File: src/rtl/lc3_dmem_responder.sv
// Data-memory responder for the LC3 MemAccess stage: writes complete at once, reads answer after RD_LATENCY cycles.
// Optional macro DMEM_ADDR_CHECK_EN: rejects requests whose address has nonzero bits at or above ADDR_BITS.
module lc3_dmem_responder #(
   parameter int ADDR_BITS  = 8,
   parameter int RD_LATENCY = 1
) (
   input  logic        clock,
   input  logic        reset,
   input  logic        dmem_en,
   input  logic        DMem_rd,
   input  logic [15:0] DMem_addr,
   input  logic [15:0] DMem_din,
   output logic [15:0] DMem_dout,
   output logic        dout_valid,
   output logic        busy,
   output logic        addr_err
);

   if (RD_LATENCY < 1 || RD_LATENCY > 8) begin : g_bad_latency
      $error("lc3_dmem_responder: RD_LATENCY must be in 1..8");
   end

   localparam logic [2:0] LAST_COUNT = 3'(RD_LATENCY - 1);

   typedef enum logic {IDLE, WAIT} state_t;

   state_t                 state;
   logic [2:0]             count;
   logic [ADDR_BITS-1:0]   addr_q;
   logic                   err_q;
   logic                   accept;
   logic                   range_bad;
   logic [15:0]            mem [0:(1 << ADDR_BITS) - 1];

   // Handshake: a request is taken on any rising edge where dmem_en=1 and the
   // responder is idle; there is no backpressure, so requests seen while busy
   // are simply dropped.
   assign accept = dmem_en && (state == IDLE);
   assign busy   = (state == WAIT);

`ifdef DMEM_ADDR_CHECK_EN
   assign range_bad = ((DMem_addr >> ADDR_BITS) != 16'd0);
`else
   logic unused_addr_hi;
   assign unused_addr_hi = ^(DMem_addr >> ADDR_BITS);
   assign range_bad      = 1'b0;
`endif

   // Array has no reset so contents survive a reset pulse.
   always_ff @(posedge clock) begin
      if (reset && accept && !DMem_rd && !range_bad)
         mem[DMem_addr[ADDR_BITS-1:0]] <= DMem_din;
   end

   always_ff @(posedge clock or negedge reset) begin
      if (!reset) begin
         state      <= IDLE;
         count      <= 3'd0;
         addr_q     <= '0;
         err_q      <= 1'b0;
         DMem_dout  <= 16'h0000;
         dout_valid <= 1'b0;
         addr_err   <= 1'b0;
      end else begin
         dout_valid <= 1'b0;
         addr_err   <= 1'b0;
         case (state)
            IDLE: begin
               if (dmem_en) begin
                  if (DMem_rd) begin
                     addr_q <= DMem_addr[ADDR_BITS-1:0];
                     err_q  <= range_bad;
                     count  <= LAST_COUNT;
                     state  <= WAIT;
                  end else begin
                     addr_err <= range_bad;
                  end
               end
            end
            WAIT: begin
               if (count == 3'd0) begin
                  DMem_dout  <= err_q ? 16'hDEAD : mem[addr_q];
                  dout_valid <= 1'b1;
                  addr_err   <= err_q;
                  state      <= IDLE;
               end else begin
                  count <= count - 3'd1;
               end
            end
            default: state <= IDLE;
         endcase
      end
   end

endmodule

File: config.mk
export PLATFORM = sky130hd
export DESIGN_NAME = lc3_dmem_responder
export DESIGN_NICKNAME = d
export VERILOG_FILES = /design/src/rtl/lc3_dmem_responder.sv
export SDC_FILE = /design/constraint.sdc
export NUM_CORES = 2
export LEC_CHECK = 0
export ABC_AREA = 1
export BUFFER_PORTS_ARGS = -buffer_cell sky130_fd_sc_hd__buf_2
export CORE_MARGIN = 2
export CORE_UTILIZATION = 40
export DETAILED_ROUTE_END_ITERATION = 12
export PLACE_DENSITY = 0.53
export RECOVER_POWER = 25
export SYNTH_ARGS = -nofsm -noshare
export SYNTH_HDL_FRONTEND = slang
export SYNTH_SLANG_ARGS = --single-unit
File: constraint.sdc
create_clock -name clock -period 3.04 [get_ports clock]
set_input_delay 0.152 -clock clock [delete_from_list [all_inputs] [get_ports clock]]
set_output_delay 0.152 -clock clock [all_outputs]
set_load 0.01 [all_outputs]
==> flow_summary.ini <==
[cells_and_area]
multi_input_area_um2 = 37500
final_cell_mix = nand2_1 (4162), edfxtp_1 (4096), nand3_1 (4053)
layout.nets = 14300
layout-drive-gt1-share_pct = 11.7
regArea_um2 = 124000
fillCellCount = 36900
final_common_cell = nand2_1
syn2layout_area_growth_pct = 16.3

[timing]
hold_viol_final = 0
maxSlewHeadroom_pct = -99.7
skew_ps = 53.2
hold_ws_ps = 456
setup_viol = 0
grt_setup_unrepaired = true
period_share_pct = 99.4
report.final.slew_viol_count = 1436
fmax_mhz = 331
setup_ws_ps = 18.2
tightest_slew_ps = 2990
min_period_ps = 3020

[worst_setup_path]
path_max_fanout = 37
critPathKind = reg -> reg
r2r_slack_ps = 20
critical_path.startpoint = addr_q[0]
end_kind = flip-flop
r2r_cells = 16
cp_data_required_time_ps = 3910
r2r_start = addr_q[0]
critical_path_arrival_ps = 3890
start_kind = flip-flop
crit_path_end = DMem_dout[7]
reg2reg_to = DMem_dout[7]

[synth]
yosysSeqAreaShare_pct = 74.5
syn_nets = 13700
ys_warn_count = 0
syn-cell-area_um2 = 166000
syn_avg_cell_area_um2 = 12.2
ys_ff_latch = 4125
async_flop_share_pct = 0.703
synth-edff-count = 4096
ys.flop_type = edfxtp_1
syn_inst = 13700
ys_types = 21

[place]
gp_congestion = 0.893
place_ws_ps = -160
dp_hpwl_um = 309000
port_buffers = 45

[power]
vdd_ir_drop_max_mv = 0.729
finalPower_w = 0.175
p_leak_nw = 68.2
p_per_area_nw_per_um2 = 905

[floorplanning]
dieHeight_um = 649
die_w_um = 649
core-area_um2 = 413000
io-pin-count = 55
std_cell_rows = 236
dieArea_um2 = 421000
start_util_pct = 40.2

[route]
post_drt_wl_per_cell_um = 26.0
vias = 110000
drtPass1Iterations = 6
ant_nets = 0
avgViaCountPerCell = 5.49
wl_um = 522000
first_iter_violations = 11900
drc = 0

[global_routing]
grt_pass1_wl_um = 748000
grt_max_degree = 113
grt_overflow = 0
grt_util_all_layers_pct = 24.3
first_global_vias = 103000
grt_antenna_before_repair = 24

[hold_path]
hp-class = in -> reg

[clock_tree]
clock_path_buffers = 4
cts_root_buffer = clkbuf_16
clk_pin_slew_ps = 60
h-tree-depth = 5
cts_sinks = 4125
worst_skew_pair.late_latency_ps = 1000
cts-buffers-inserted = 436
cts_tree = yes

[flow_run]
cap_violations = 19

[run_status]
status = finished, violations left
violations = capacitance limit, slew limit
==> Yosys cell counts (2+ instances only) <==
cell      instances  area, µm²
buf_1           114        428
buf_2           492       2460
buf_4           165       1240
buf_6            26        293
clkbuf_1        142        533
dfrtp_1          29        726
edfxtp_1       4096     123000
ha_1              2       25.0
inv_1            44        165
inv_2             2       7.51
inv_4             2       12.5
nand2_1        4178      15700
nand3_1        4081      20400
nor2_1          285       1070
o21ai_0           9       45.0
o31ai_1           2       15.0
==> worst max-delay path, cell delays in order (launching register included) <==
cell and delay (ps):
dfrtp_4 490, buf_12 180, buf_4 170, buf_12 160, buf_12 260, nand2_1 70, nand3_1 90, nand3_1 100
nand3_1 150, nand3_1 150, nand3_1 140, buf_12 220, nand3_1 60, nand3_1 170, buf_4 190, nand3_1 70
nand2_1 70
==> repair_timing <==
action                                  4_1_cts  5_1_grt
endpoints found under the hold margin      3212        0
buffers inserted                             15        7
hold buffers                                 35        0
gates cloned                                  2        5
pin swaps                                     0        1
gates resized for setup                       6       42
endpoints found under the setup margin       11       16
==> how the worst min path moves through the flow <==
stage / from / end / cells past startpoint
global placement: count[1] / count[1] / 2
CTS: reset / DMem_dout[4] / 3
finish: DMem_rd / busy / 5
global route: DMem_rd / busy / 5
floorplan: reset / DMem_dout[0] / 0
detailed placement: count[1] / count[1] / 2
==> report_power, final <==
part | internal [W] | switching (W)
registers | 0.0628 | 0.000557
logic | 0.0192 | 0.0408
clock network | 0.0291 | 0.0225
total | 0.111 | 0.0638
==> through the flow <==
stage | TNS, ps | util, % | cell area [µm²] | cells
finish | 0 | 46.8 | 193000 | 20100
global route | -93.9 | 46.8 | 193000 | 20100
CTS | 0 | 46.8 | 193000 | 20100
detailed placement | -658 | 43.3 | 179000 | 19200
global placement | -750 | 43.3 | 179000 | 19200
floorplan | 0 | - | 166000 | 13700
==> final cells by class <==
cell class	instances	share of cell area (%)
Sequential cell	4125	64.0
Multi-Input combinational cell	8560	19.4
Clock buffer	550	5.95
Timing Repair Buffer	1093	5.80
Tap cell	5474	3.54
Clock inverter	246	1.14
Inverter	49	0.123
Timing Repair inverter	2	0.0104
Antenna cell	5	0.00647
==> metal layers <==
layer	global-route usage, %	vias up	share of wire, %
met4	7.91	14	3.7
li1	-	50100	-
met5	0	-	0.019
met3	3.70	797	7.4
met2	38.6	4084	46
met1	34.4	55300	43
==> sequential cells by signal, indices dropped and copies added, names as in the netlist <==
signal and flops:
DMem_dout 16, count 3, dout_valid 1, busy 1, mem 4096, addr_q 8
==> logic make-up after synthesis <==
kind of cell    after synthesis  share of synthesized area [%]
other cells                   1                        0.00226
simple gates               8546                           22.4
buf+inv                     989                           3.11
compound gates               11                         0.0361
flops                      4125                           74.5
fa+ha+maj                     2                         0.0151
Note: power is estimated with default switching activity, not from simulation.
